===== src/rtl/alu_muldiv.sv =====
// alu_muldiv: iterative multiply / divide unit.
//
// Performs one shift-add multiply step or one restoring divide step per clock.
// Signed operations are computed on operand magnitudes and sign-corrected in a
// final fix-up cycle. The result is published on HI/LO with a one-cycle done
// pulse.
//
// Parameters
//   WIDTH  operand / result width (even, 8..64)
//   CNTW   iteration counter width
// Ports
//   CLK    clock, rising edge
//   RST    asynchronous active-high reset
//   start  request an operation (accepted only when idle)
//   op     00 MULT, 01 MULTU, 10 DIV, 11 DIVU
//   A      multiplicand / dividend
//   B      multiplier / divisor
//   busy   operation in progress
//   done   one-cycle completion pulse
//   HI     upper product half / remainder
//   LO     lower product half / quotient
//   dbz    last completed division had a zero divisor
module alu_muldiv #(
  parameter int WIDTH = 32,
  parameter int CNTW  = $clog2(WIDTH) + 1
) (
  input  logic             CLK,
  input  logic             RST,
  input  logic             start,
  input  logic [1:0]       op,
  input  logic [WIDTH-1:0] A,
  input  logic [WIDTH-1:0] B,
  output logic             busy,
  output logic             done,
  output logic [WIDTH-1:0] HI,
  output logic [WIDTH-1:0] LO,
  output logic             dbz
);

  typedef enum logic [1:0] {
    StIdle,
    StCalc,
    StFix,
    StDone
  } state_e;

  state_e            state_q;
  logic [CNTW-1:0]   cnt_q;
  logic              is_div_q;
  logic              neg_res_q;  // negate product / quotient
  logic              neg_rem_q;  // negate remainder (dividend was negative)
  // Operand magnitude: multiplicand for MULT*, divisor for DIV*. One extra bit
  // so the most-negative value has a representable magnitude.
  logic [WIDTH:0]    opd_q;
  logic [WIDTH-1:0]  work_hi_q;  // partial product high half / partial remainder
  logic [WIDTH-1:0]  work_lo_q;  // multiplier shifting out / quotient shifting in

  // Accept-time decode
  logic              op_signed;
  logic              op_div;
  logic              div_by_zero;
  logic [WIDTH:0]    a_ext;
  logic [WIDTH:0]    b_ext;
  logic [WIDTH:0]    mag_a;
  logic [WIDTH:0]    mag_b;

  // Iteration step
  logic [WIDTH:0]    mul_sum;
  logic [WIDTH:0]    div_shift;
  logic [WIDTH-1:0]  div_diff;
  logic [WIDTH-1:0]  step_hi;
  logic [WIDTH-1:0]  step_lo;

  // Sign fix-up
  logic [2*WIDTH-1:0] prod_raw;
  logic [2*WIDTH-1:0] prod_fix;
  logic [WIDTH-1:0]   fix_hi;
  logic [WIDTH-1:0]   fix_lo;

  always_comb begin
    op_signed   = ~op[0];
    op_div      = op[1];
    div_by_zero = op_div && (B == '0);
    a_ext       = op_signed ? {A[WIDTH-1], A} : {1'b0, A};
    b_ext       = op_signed ? {B[WIDTH-1], B} : {1'b0, B};
    mag_a       = a_ext[WIDTH] ? (~a_ext + 1'b1) : a_ext;
    mag_b       = b_ext[WIDTH] ? (~b_ext + 1'b1) : b_ext;
  end

  always_comb begin
    // Multiply: add multiplicand when the current multiplier LSB is set, then
    // shift the {carry, hi, lo} chain right by one.
    mul_sum   = {1'b0, work_hi_q} + (work_lo_q[0] ? opd_q : '0);
    // Divide: shift the next dividend bit into the partial remainder and try
    // to subtract the divisor; keep the difference only if it is non-negative.
    div_shift = {work_hi_q, work_lo_q[WIDTH-1]};
    div_diff  = div_shift[WIDTH-1:0] - opd_q[WIDTH-1:0];
    if (is_div_q) begin
      if (div_shift >= opd_q) begin
        step_hi = div_diff;
        step_lo = {work_lo_q[WIDTH-2:0], 1'b1};
      end else begin
        step_hi = div_shift[WIDTH-1:0];
        step_lo = {work_lo_q[WIDTH-2:0], 1'b0};
      end
    end else begin
      step_hi = mul_sum[WIDTH:1];
      step_lo = {mul_sum[0], work_lo_q[WIDTH-1:1]};
    end
  end

  always_comb begin
    prod_raw = {work_hi_q, work_lo_q};
    prod_fix = neg_res_q ? (~prod_raw + 1'b1) : prod_raw;
    if (is_div_q) begin
      // Remainder follows the dividend's sign, so the quotient truncates
      // toward zero.
      fix_hi = neg_rem_q ? (~work_hi_q + 1'b1) : work_hi_q;
      fix_lo = neg_res_q ? (~work_lo_q + 1'b1) : work_lo_q;
    end else begin
      fix_hi = prod_fix[2*WIDTH-1:WIDTH];
      fix_lo = prod_fix[WIDTH-1:0];
    end
  end

  always_ff @(posedge CLK or posedge RST) begin
    if (RST) begin
      state_q   <= StIdle;
      cnt_q     <= '0;
      is_div_q  <= 1'b0;
      neg_res_q <= 1'b0;
      neg_rem_q <= 1'b0;
      opd_q     <= '0;
      work_hi_q <= '0;
      work_lo_q <= '0;
      busy      <= 1'b0;
      done      <= 1'b0;
      HI        <= '0;
      LO        <= '0;
      dbz       <= 1'b0;
    end else begin
      done <= 1'b0;
      unique case (state_q)
        StIdle: begin
          if (start) begin
            if (div_by_zero) begin
              // No iterations needed: publish the defined result directly.
              HI      <= A;
              LO      <= '1;
              dbz     <= 1'b1;
              done    <= 1'b1;
              state_q <= StDone;
            end else begin
              is_div_q  <= op_div;
              neg_res_q <= op_signed && (A[WIDTH-1] ^ B[WIDTH-1]);
              neg_rem_q <= op_signed && op_div && A[WIDTH-1];
              opd_q     <= op_div ? mag_b : mag_a;
              work_hi_q <= '0;
              work_lo_q <= op_div ? mag_a[WIDTH-1:0] : mag_b[WIDTH-1:0];
              cnt_q     <= '0;
              busy      <= 1'b1;
              state_q   <= StCalc;
            end
          end
        end
        StCalc: begin
          work_hi_q <= step_hi;
          work_lo_q <= step_lo;
          cnt_q     <= cnt_q + 1'b1;
          if (cnt_q == CNTW'(WIDTH - 1)) begin
            state_q <= StFix;
          end
        end
        StFix: begin
          HI      <= fix_hi;
          LO      <= fix_lo;
          dbz     <= 1'b0;
          done    <= 1'b1;
          busy    <= 1'b0;
          state_q <= StDone;
        end
        StDone: begin
          state_q <= StIdle;
        end
        default: begin
          state_q <= StIdle;
        end
      endcase
    end
  end

endmodule


===== config.mk =====
export PLATFORM = sky130hd
export DESIGN_NAME = alu_muldiv
export DESIGN_NICKNAME = d
export VERILOG_FILES = /design/src/rtl/alu_muldiv.sv
export SDC_FILE = /design/constraint.sdc
export NUM_CORES = 1
export LEC_CHECK = 0
export CAP_MARGIN = 30
export CORE_ASPECT_RATIO = 1.4
export CORE_MARGIN = 2
export CORE_UTILIZATION = 60
export DETAILED_ROUTE_END_ITERATION = 10
export GPL_ROUTABILITY_DRIVEN = 0
export PLACE_DENSITY = 0.8
export SLEW_MARGIN = 15
export SYNTH_ARGS = -nofsm -noshare
export SYNTH_HDL_FRONTEND = slang
export SYNTH_SLANG_ARGS = --single-unit

===== constraint.sdc =====
create_clock -name CLK -period 7.3 [get_ports CLK]
set_input_delay 0.73 -clock CLK [delete_from_list [all_inputs] [get_ports CLK]]
set_output_delay 0.73 -clock CLK [all_outputs]
set_load 0.005 [all_outputs]

==> qor.txt <==
Reg2reg end -> work_hi_q[31]
Final hold vios -> 0
Fin util -> 69.3%
Drt first pass iters -> 8
Worst Path Max Fanout -> 55
# rows -> 68
Peak supply drop -> 0.000430 V
Multi-input logic area -> 9810 um^2
Crit path time final -> 4.81 ns
Die height -> 191 um
Hold crit path type -> flop to flop
P_leak -> 7.16 nW
Commonest non-fill, non-tap cell in the layout -> nor2_1
Flop-to-flop setup slack -> 2.83 ns
Reg2Reg Depth -> 13
Post-route DRC -> 0
Worst-Skew Late Latency -> 0.45 ns
HPWL Detailed -> 36.4 mm
Post-CTS Hold Fix Bufs -> 0
WP data required -> 7.65 ns
Final setup fails -> 0
Distinct cell type count after synthesis -> 82
Clock Tree Buf Depth -> 2
P&R area growth vs syn -> 14.1%
Slew Viols, Final -> 0
Total grt overflow -> 0
Initial Utilization -> 60.7%
Core Area -> 24,600 um^2
Unrepaired setup endpoints after global routing -> false
Synth Instances -> 1,890
CTS Buf Count -> 17
Compound-Gate Fraction of Synth Area -> 25.5%
Yosys reg bits -> 175
PortBufs -> 135
Hold Path Cell Cnt -> 2
Net count after synthesis -> 2,034
Routed len/inst -> 21.1 um
Max incr delay on CP -> 0.63 ns
Max-cap violation count -> 0
Pwr/cell area -> 495 nW/um^2
First DRT Iteration DRCs -> 1,428
Final-layout fill cell count -> 2,078
Largest family of logic cells by synthesized area -> compound AO/OA/AOI/OAI gates
Nets -> 2,096
Overall global routing resource usage -> 37.2%
Post-Route WL -> 48.1 mm
Post-synthesis xor/xnor area fraction -> 10.5%
Post-synthesis simple-gate area fraction -> 19.0%
Max-Slew Margin vs Limit -> 36.1%
Worst flop-to-flop path startpoint -> work_lo_q[0]
Most frequent cells in the layout -> 219 x nor2_1, 194 x a21oi_1, 174 x dfrtp_1
Clk pin slew, worst setup/hold paths -> 0.06 ns
WS Path Type -> input pin to flop
Crit share post-route -> 65.9%
YS warnings -> 0
Asr flop ratio synth -> 100%
Via count -> 14,800
Status -> completed
EDFF count, synth -> 0
Antenna violations before repair -> 1
Adder-Cell Fraction of Synth Area -> 6.39%
CTS root buf -> clkbuf_16
CP most frequent cell -> buf_4
Routed Antenna Nets -> 0
Top_reg_cell synth -> dfrtp_1
Fmax -> 208 MHz
Setup TNS -> 0 ns
Clock Skew -> 0.0132 ns
Avg Cell Area, Syn -> 7.90 um^2
Min-Delay Startpoint -> HI[11]
WHS Endpoint -> HI[11]
CTS tree -> done
First-pass GRT wire length -> 75.0 mm
Sink Count -> 175
Crit. End Element -> flop
Largest net degree at the start of global routing -> 99
Crit start category -> input pin
Register area -> 4380 um^2
Slowest cell on crit path -> a21oi_4
Vias in the first global route -> 14,100
Arrival time worst endpoint -> 5.16 ns
Post-CTS Resized -> 0
Layout cells sized above 1 -> 5.40%
CTS H-tree lvls -> 4
Multiplexer share of the synthesized area -> 4.13%
Vias per Instance -> 6.48
Critical path cell sequence -> clkdlybuf4s50_1, or4_4, nor4_4, nand4_4, o211ai_4, buf_4, inv_2, a21oi_4, buf_4, a22oi_1, o21ai_0
Slew @ Worst Pin -> 0.959 ns
Sequential area share after synthesis -> 29.3%
Die W -> 137 um
# Post-CTS Setup Buffers -> 0
CP startpoint -> B[2]
Syn Std Cell Area -> 14,900 um^2
Die area -> 26,200 um^2
Ports -> 136
stage by stage:
| step | instances | cell area, um^2 | hold WS (ns) | setup slack, ns | total power [mW] |
|---|---|---|---|---|---|
| after floorplan | 1890 | 14900 | 0.450 | 1.82 | 5.74 |
| after global placement | 2242 | 16400 | 0.465 | 2.24 | 7.18 |
| after detailed placement | 2245 | 16400 | 0.474 | 2.11 | 7.33 |
| after CTS | 2276 | 17000 | 0.488 | 2.58 | 8.27 |
| after global routing | 2280 | 17000 | 0.513 | 2.23 | 9.04 |
| final | 2280 | 17000 | 0.485 | 2.49 | 8.44 |
routing by layer:
metal  global-route usage, %  vias up  wire (um)  part of all wire, %
li1                        -     6951          -                    -
met3                    6.65      152       3440                  7.1
met4                    23.8        0       3090                  6.4
met1                    43.4     6954      18100                   38
met2                    62.1      722      23400                   49
met5                       0        -          0                    0
synthesized netlist by cell type (39+ instances only):
master / instances / area share, %
a31oi_1: 52 / 2.2
inv_1: 78 / 2.0
o21ai_0: 137 / 4.6
clkbuf_1: 90 / 2.3
dfrtp_1: 175 / 29
xnor2_1: 87 / 5.1
a21oi_1: 195 / 6.5
ha_1: 73 / 6.1
xor2_1: 92 / 5.4
nor2_1: 220 / 5.5
nand2_1: 156 / 3.9
mux2i_1: 39 / 2.6
kinds of logic after synthesis:
| logic type | Yosys count |
|---|---|
| compound gates | 616 |
| fa+ha+maj | 75 |
| mux | 59 |
| xor+xnor | 179 |
| simple gates | 590 |
| buf+inv | 196 |
| flops | 175 |
worst max path at each step:
stage / to / slack [ns] / cells past startpoint
finish: work_hi_q[2] / 2.49 / 11
global route: work_hi_q[23] / 2.23 / 11
CTS: work_hi_q[2] / 2.58 / 11
detailed placement: work_hi_q[31] / 2.11 / 11
global placement: work_hi_q[11] / 2.24 / 11
floorplan: HI[0] / 1.82 / 1
cell type report:
class | count | area share, %
Inverter | 79 | 1.77
Antenna cell | 1 | 0.0147
Clock inverter | 7 | 0.514
Clock buffer | 24 | 2.77
Multi-Input combinational cell | 1519 | 57.6
Tap cell | 315 | 2.31
Timing Repair Buffer | 160 | 9.33
Sequential cell | 175 | 25.7
state kept, by name, indices dropped and copies added, names as in the netlist:
signal     cells
done           1
work_hi_q     32
opd_q         33
neg_res_q      1
work_lo_q     32
LO            32
cnt_q          6
is_div_q       1
busy           1
HI            32
dbz            1
neg_rem_q      1
state_q        2
power breakdown:
part	switching (mW)	internal, mW
Combinational	3.35	2.23
Sequential	0.554	1.39
Clock	0.388	0.518
Total	4.30	4.14
critical path, delay by kind of cell:
| family | cells | cell delay [ns] |
|---|---|---|
| buffers and inverters | 4 | 1.74 |
| and+or+nand+nor | 3 | 1.41 |
| AOI/OAI and AO/OA | 4 | 1.23 |
(Power assumes the default switching activity.)
